--- src/rtl/pdm_capture_ctrl.sv ---
// PDM microphone capture sequencer: PDM clock divider, data sampling,
// CIC3 bit feed and clear, settle discard and PCM holding register.
//
// Ports:
//   clk, rst_n          system clock, async active-low reset
//   enable              level, 1 = capture running
//   clk_div             PDM half-period in clk cycles (0 acts as 1)
//   edge_sel            0 = sample at PDM fall, 1 = at PDM rise
//   settle_samples      PCM words discarded after each start
//   pdm_data_in         asynchronous microphone data pin
//   pdm_clk_out         PDM clock to the microphone
//   cic_ce, cic_bit     one-cycle bit strobe and bit to the decimator
//   cic_clear           one-cycle decimator clear at start
//   pcm_in, pcm_in_valid  decimator output word and strobe
//   pcm_data, pcm_ready held word and unread flag (interrupt)
//   read_ack            bus read strobe, clears pcm_ready
//   overrun, overrun_clr  sticky lost-word flag and its clear
//   busy                controller not idle
module pdm_capture_ctrl #(
    parameter int DIV_WIDTH    = 8,
    parameter int SETTLE_WIDTH = 8
) (
    input  logic                    clk,
    input  logic                    rst_n,
    input  logic                    enable,
    input  logic [DIV_WIDTH-1:0]    clk_div,
    input  logic                    edge_sel,
    input  logic [SETTLE_WIDTH-1:0] settle_samples,
    input  logic                    pdm_data_in,
    output logic                    pdm_clk_out,
    output logic                    cic_ce,
    output logic                    cic_bit,
    output logic                    cic_clear,
    input  logic [15:0]             pcm_in,
    input  logic                    pcm_in_valid,
    output logic [15:0]             pcm_data,
    output logic                    pcm_ready,
    input  logic                    read_ack,
    output logic                    overrun,
    input  logic                    overrun_clr,
    output logic                    busy
);

    typedef enum logic [1:0] {
        S_IDLE,
        S_START,
        S_WARMUP,
        S_RUN
    } state_t;

    state_t                  r_state;
    state_t                  w_next;
    logic [DIV_WIDTH-1:0]    r_cnt;
    logic [DIV_WIDTH-1:0]    w_hm1;
    logic                    r_pdm_clk;
    logic                    r_sync1;
    logic                    r_sync2;
    logic                    r_ce;
    logic                    r_bit;
    logic [SETTLE_WIDTH-1:0] r_settle;
    logic [15:0]             r_pcm;
    logic                    r_ready;
    logic                    r_ovr;
    logic                    w_active;
    logic                    w_wrap;
    logic                    w_event;
    logic                    w_load;
    logic                    w_settle_hit;

    // Divider runs only while a capture is live; dropping enable
    // parks it at count 0 with the PDM clock low.
    assign w_active = (r_state != S_IDLE) && enable;
    assign w_hm1    = (clk_div == '0) ? '0 : clk_div - DIV_WIDTH'(1);
    // >= so a live shrink of clk_div below the count still wraps.
    assign w_wrap   = (r_cnt >= w_hm1);
    // The current clock level tells which edge the wrap produces.
    assign w_event  = w_active && w_wrap && (r_pdm_clk == ~edge_sel);
    assign w_load   = (r_state == S_RUN) && pcm_in_valid;
    assign w_settle_hit = (r_state == S_WARMUP) && pcm_in_valid &&
                          (r_settle == SETTLE_WIDTH'(1));

    always_comb begin
        w_next = r_state;
        if (!enable) begin
            w_next = S_IDLE;
        end else begin
            unique case (r_state)
                S_IDLE:   w_next = S_START;
                S_START:  w_next = (settle_samples == '0) ? S_RUN : S_WARMUP;
                S_WARMUP: w_next = w_settle_hit ? S_RUN : S_WARMUP;
                S_RUN:    w_next = S_RUN;
                default:  w_next = S_IDLE;
            endcase
        end
    end

    always_ff @(posedge clk or negedge rst_n) begin
        if (!rst_n) begin
            r_state <= S_IDLE;
        end else begin
            r_state <= w_next;
        end
    end

    always_ff @(posedge clk or negedge rst_n) begin
        if (!rst_n) begin
            r_cnt     <= '0;
            r_pdm_clk <= 1'b0;
        end else if (!w_active) begin
            r_cnt     <= '0;
            r_pdm_clk <= 1'b0;
        end else if (w_wrap) begin
            r_cnt     <= '0;
            r_pdm_clk <= ~r_pdm_clk;
        end else begin
            r_cnt     <= r_cnt + DIV_WIDTH'(1);
        end
    end

    always_ff @(posedge clk or negedge rst_n) begin
        if (!rst_n) begin
            r_sync1 <= 1'b0;
            r_sync2 <= 1'b0;
            r_ce    <= 1'b0;
            r_bit   <= 1'b0;
        end else begin
            r_sync1 <= pdm_data_in;
            r_sync2 <= r_sync1;
            r_ce    <= w_event;
            if (w_event) begin
                r_bit <= r_sync2;
            end
        end
    end

    always_ff @(posedge clk or negedge rst_n) begin
        if (!rst_n) begin
            r_settle <= '0;
        end else if (r_state == S_START) begin
            r_settle <= settle_samples;
        end else if ((r_state == S_WARMUP) && pcm_in_valid &&
                     (r_settle != '0)) begin
            r_settle <= r_settle - SETTLE_WIDTH'(1);
        end
    end

    always_ff @(posedge clk or negedge rst_n) begin
        if (!rst_n) begin
            r_pcm   <= '0;
            r_ready <= 1'b0;
            r_ovr   <= 1'b0;
        end else begin
            if (w_load) begin
                r_pcm   <= pcm_in;
                r_ready <= 1'b1;
            end else if (read_ack) begin
                r_ready <= 1'b0;
            end
            // A new overrun beats a simultaneous clear.
            if (w_load && r_ready && !read_ack) begin
                r_ovr <= 1'b1;
            end else if (overrun_clr) begin
                r_ovr <= 1'b0;
            end
        end
    end

    assign pdm_clk_out = r_pdm_clk;
    assign cic_ce      = r_ce;
    assign cic_bit     = r_bit;
    assign cic_clear   = (r_state == S_START);
    assign pcm_data    = r_pcm;
    assign pcm_ready   = r_ready;
    assign overrun     = r_ovr;
    assign busy        = (r_state != S_IDLE);

endmodule

--- config.mk ---
export PLATFORM = sky130hd
export DESIGN_NAME = pdm_capture_ctrl
export DESIGN_NICKNAME = d
export VERILOG_FILES = /design/src/rtl/pdm_capture_ctrl.sv
export SDC_FILE = /design/constraint.sdc
export NUM_CORES = 1
export LEC_CHECK = 0
export ABC_AREA = 0
export CORE_MARGIN = 2
export CORE_UTILIZATION = 47
export CTS_CLUSTER_SIZE = 20
export DETAILED_ROUTE_END_ITERATION = 12
export PLACE_DENSITY_LB_ADDON = 0.2
export RECOVER_POWER = 100
export SLEW_MARGIN = 20
export SYNTH_ARGS = -nofsm -noshare
export SYNTH_HDL_FRONTEND = slang
export SYNTH_SLANG_ARGS = --single-unit
export TNS_END_PERCENT = 30
--- constraint.sdc ---
create_clock -name clk -period 2.25 [get_ports clk]
set_input_delay 0.45 -clock clk [delete_from_list [all_inputs] [get_ports clk]]
set_output_delay 0.45 -clock clk [all_outputs]
set_load 0.01 [all_outputs]
After elaboration in Yosys (flattened, before gate mapping):

Index checks and enable logic that the tools add are counted.

* $lt $le $gt $ge: 1
* add/sub/neg operators: 3
* bitwise operators: 2
* mux-type cells: 15
* reductions and logical operators: 18
* equal/unequal tests: 6

Operator list (number)
* 2-to-1 mux 8 bit: 5
* zero test 8 bit: 2
* subtractor 8 x 1 -> 8 bit, second input constant: 2
* logical AND 1 bit: 9
* adder 8 x 1 -> 8 bit, second input constant: 1
* == test 8 x 1 -> 1 bit, second input constant: 1
* >= comparator 8 bit: 1
* 2-to-1 mux 1 bit: 8
* case mux 2 bit (4 select lines): 1
* nonzero test 2 bit: 4
* nonzero test 8 bit: 1
* == test 2 bit, second input constant: 2
* == test 2 x 1 -> 1 bit, second input constant: 1
* zero test 2 bit: 1
* 2-to-1 mux 2 bit: 1
* != test 2 x 1 -> 1 bit, second input constant: 1
* inverter 1 bit: 2
* == test 1 bit: 1
* zero test 1 bit: 1

* logic and storage cells: 56
* flip-flop bits (word level): 41
* output and inout port bits: 23

Depth between registers and ports, before layout:

* depth after elaboration: 6
* gate-level depth with buffers: 12
* gate-level depth less buffers: 11

Worst setup path after synthesis:

Ideal clock, no wire load.

* kind: input -> register
* from: in clk_div[3]
* to: reg r_bit (netlist: cic_bit)
* required time: 2125 ps
* slack: -815 ps
* arrival: 2940 ps
* cell stages on the path: 11
* buffers on the path: 0
* setup time: 125 ps
* cell sequence: or3_1 nor2_1 nand2_1 or3_1 and2_1 ha_1 nand2b_1 a2111oi_0 o31ai_1 and3_1 mux2_2

* longest elaborated chain between the ends: 5
* elaborated cells between the ends (all ways): 6

RTL lines
* from (decl): line 26 `input logic [DIV_WIDTH-1:0] clk_div,`
* subtractor 8 x 1 -> 8 bit / zero test 8 bit (equally long branches): line 73 `assign w_hm1 = (clk_div == '0) ? '0 : clk_div - DIV_WIDTH'(1);`
* 2-to-1 mux 8 bit *: line 73
* >= comparator 8 bit *: line 75 `assign w_wrap = (r_cnt >= w_hm1);`
* logical AND 1 bit * (2 in series): line 77 `assign w_event = w_active && w_wrap && (r_pdm_clk == ~edge_sel);`
* named net w_event: line 66 `logic w_event;`
* to (signal assigned): line 131 `r_bit <= r_sync2;`
* to (decl): line 59 `logic r_bit;`

Mark *: on every way through the listed nets, which the timed path passes. The rest lies on a longest branch.
A chain may end at the register's enable or synchronous reset.

Final worst setup path:

Same ends and word-level chain as after synthesis.

==> metrics.md <==
| Metric | Value |
|---|---|
| Status | finished, violations left |
| Violated checks | negative setup slack |
| Ports | 63 |
| Clock Pin Slew Worst Setup and Hold Paths | 0.08 ns |
| Hold_buf cts | 0 |
| Setup WS pre-CTS | -1.20 ns |
| Period utilisation layout | 1.21 |
| Number of CTS-inserted buffers | 5 |
| Remaining DRCs | 0 |
| Global route overflow | 0 |
| Via/cell ratio | 5.18 |
| Final Power | 2.29 mW |
| Peak Freq | 368 MHz |
| GR Util All Layers | 0.201 |
| Number of antenna violations at the first check in global routing | 0 |
| Routed Antenna Nets | 0 |
| Die width | 70.6 µm |
| Final Non-Filler Cells | 330 |
| First-pass GRT wire length | 7900 µm |
| Row Count | 24 |
| Clk sinks | 41 |
| Critical Path End Type | register |
| # port buffers | 62 |
| Slew Limit Fails | 0 |
| CTS H-Tree Depth | 2 |
| Synth warn | 0 |
| Unrepaired setup endpoints after global routing | true |
| CP required | 2.42 ns |
| Synth-to-Final Area Change | 48.0% |
| Syn Area/Cell | 11.1 µm² |
| CTS Buffer Depth | 2 |
| Largest net degree at the start of global routing | 19 |
| Placed Instances | 318 |
| Share of the synthesized area in the top cell type | 0.492 |
| Ys flop type | dfrtp_1 |
| VDD IR-drop max | 0.000419 V |
| Crit path max fanout | 4 |
| Share of layout cells above drive strength 1 | 0.252 |
| Post-synthesis sequential area ratio | 0.492 |
| DR WL/cell | 14.1 µm |
| Syn Inst Count | 187 |
| Final #Nets | 330 |
| Area after DPL | 2960 µm² |
| Commonest cells post-synth | 41 x dfrtp_1, 17 x mux2_2, 15 x nor2_1 |
| PwrDens | 743 nW/µm² |
| Die area | 4980 µm² |
| Worst Clk Skew | 0.00769 ns |
| Worst-skew pair later-pin latency | 0.28 ns |
| Number of global-route vias before repair | 1761 |
| Ranking of synthesized cells by area | dfrtp_1 49%, mux2_2 9.2%, ha_1 7.2% |
| Die height | 70.6 µm |
| Initial Util | 0.482 |
| Mapped cell area | 2080 µm² |
| Dominant cell type by area after synthesis | dfrtp_1 |
| Most frequent cell after synthesis | dfrtp_1 |
| Mapped Nets | 239 |
| RePlAce Congestion | 0.828 |
| Core Box Area | 4320 µm² |
| Worst Hold Class | in2async |
| Dpl hpwl | 3600 µm |
| CTS tree | built |
| Drt total wl | 4640 µm |
| Post-synth EDFFs | 0 |
| Worst Max-Slew Pin Slew | 0.902 ns |
| Max Cap Violations | 0 |
| Final Cell Area | 3090 µm² |
| Relative slew slack | 0.399 |
| Distinct cells, synth | 42 |
| CP startpoint kind | input pin |
| Starting DRT DRC Count | 57 |
| Vias | 1708 |
| Post-synthesis async set-or-reset flop share | 1.00 |
| Leak | 1.43 nW |
| Final hold vios | 0 |
| Crit path kind | in2reg |
| Yosys reg bits | 41 |
| ANT cells | 0 |
| Setup violations, final | 11 |
| TritonRoute pass-1 iters | 4 |
| Clock root cell | clkbuf_8 |
| CP Data Arrival Time | 2.89 ns |
| Final worst slack | -0.468 ns |
| Final min period | 2.72 ns |
[power by group]
part           switching (mW)  internal [mW]
combinational           0.318          0.472
clock                   0.231          0.215
sequential              0.137          0.920
total                   0.687           1.61
[area by class of cell]
type	instances	area, µm²
multi-input cells	133	1090
clock inverters	1	8.76
clock buffers	6	72.6
repair buffers	87	781
well taps	52	65.1
inverters	10	37.5
flip-flops and latches	41	1030
fillers	342	1240
[cells in the final DEF, fill, tap and decap left out, types with 2 or more instances in the layout]
cell type,count
nor3_1,6
nand3_1,7
mux2_2,16
or3_4,2
nand2_2,2
ha_1,9
buf_6,2
nand4_1,2
clkbuf_1,6
xor2_1,10
dlygate4sd3_1,26
inv_1,9
or4_1,3
nand2_1,12
clkdlybuf4s50_1,29
nor2_2,2
dlygate4sd2_1,3
xnor2_1,3
a311oi_1,2
a21oi_1,4
nor2_1,13
nand2b_4,2
a211o_1,2
clkbuf_8,5
a221o_1,3
o21ai_0,3
dfrtp_1,41
and3_1,4
ha_4,2
o21a_1,2
buf_4,21
[logic make-up after synthesis]
group	share of synthesized area
xor gates and xnor gates	0.0546
adders and majority gates	0.0720
and+or+nand+nor	0.164
AOI/OAI and AO/OA	0.0966
muxes	0.0966
buffers and inverters	0.0234
DFF	0.492
[flip-flops by register name (all words and copies together) (netlist names)]
name / flops
cic_bit: 1
cic_ce: 1
overrun: 1
pcm_data: 16
pcm_ready: 1
pdm_clk_out: 1
r_cnt: 8
r_settle: 8
r_state: 2
r_sync1: 1
r_sync2: 1
[per-stage QoR]
stage | util | TNS, ns | hold WS, ns
global placement | 0.684 | -11.18 | 0.335
CTS | 0.712 | -5.07 | 0.0618
global route | 0.714 | -5.53 | 0.302
detailed placement | 0.684 | -11.81 | 0.345
floorplan | - | -5.93 | 0.154
finish | 0.714 | -4.59 | 0.231
[critical path: stages]
cell and delay (ns):
buf_6 0.09, or3_4 0.39, nor2_4 0.10, nand2_2 0.06
or3_4 0.40, buf_4 0.17, nand2_1 0.06, ha_1 0.16
o21a_1 0.13, nor2_1 0.04, o31ai_2 0.30, and3_1 0.24
mux2_4 0.30
[routing by layer]
layer / part of all wire / up-vias / GRT usage / wire, µm
met5: 0 / - / 0 / 0
met4: 0.0056 / 0 / 0.0503 / 26
met3: 0.038 / 2 / 0.0456 / 174
met2: 0.51 / 38 / 0.356 / 2350
met1: 0.45 / 825 / 0.251 / 2090
li1: - / 843 / - / -
[worst paths after layout]
| kind | start | to | slack, ns | depth (start not counted) |
|---|---|---|---|---|
| worst max register to register | r_settle[0] | r_settle[0] | 0.17 | 6 |
| max in group asynchronous | rst_n | r_state[0] | 0.82 | 2 |
| worst min register to register | r_sync1 | r_sync2 | 0.37 | 0 |
| worst min-delay path | rst_n | overrun | 0.23 | 1 |
| min in group clk | r_sync1 | r_sync2 | 0.37 | 0 |
| worst max-delay path | clk_div[3] | cic_bit | -0.47 | 13 |
[timing repair]
| item | CTS | global route |
|---|---|---|
| buffers inserted | 4 | 1 |
| gates cloned | 0 | 0 |
| pin swaps | 13 | 4 |
| setup endpoints to repair | 11 | 11 |
| gates resized for setup | 23 | 5 |
| endpoints found under the hold margin | 0 | 0 |
Note: power is estimated with default switching activity, not from simulation.
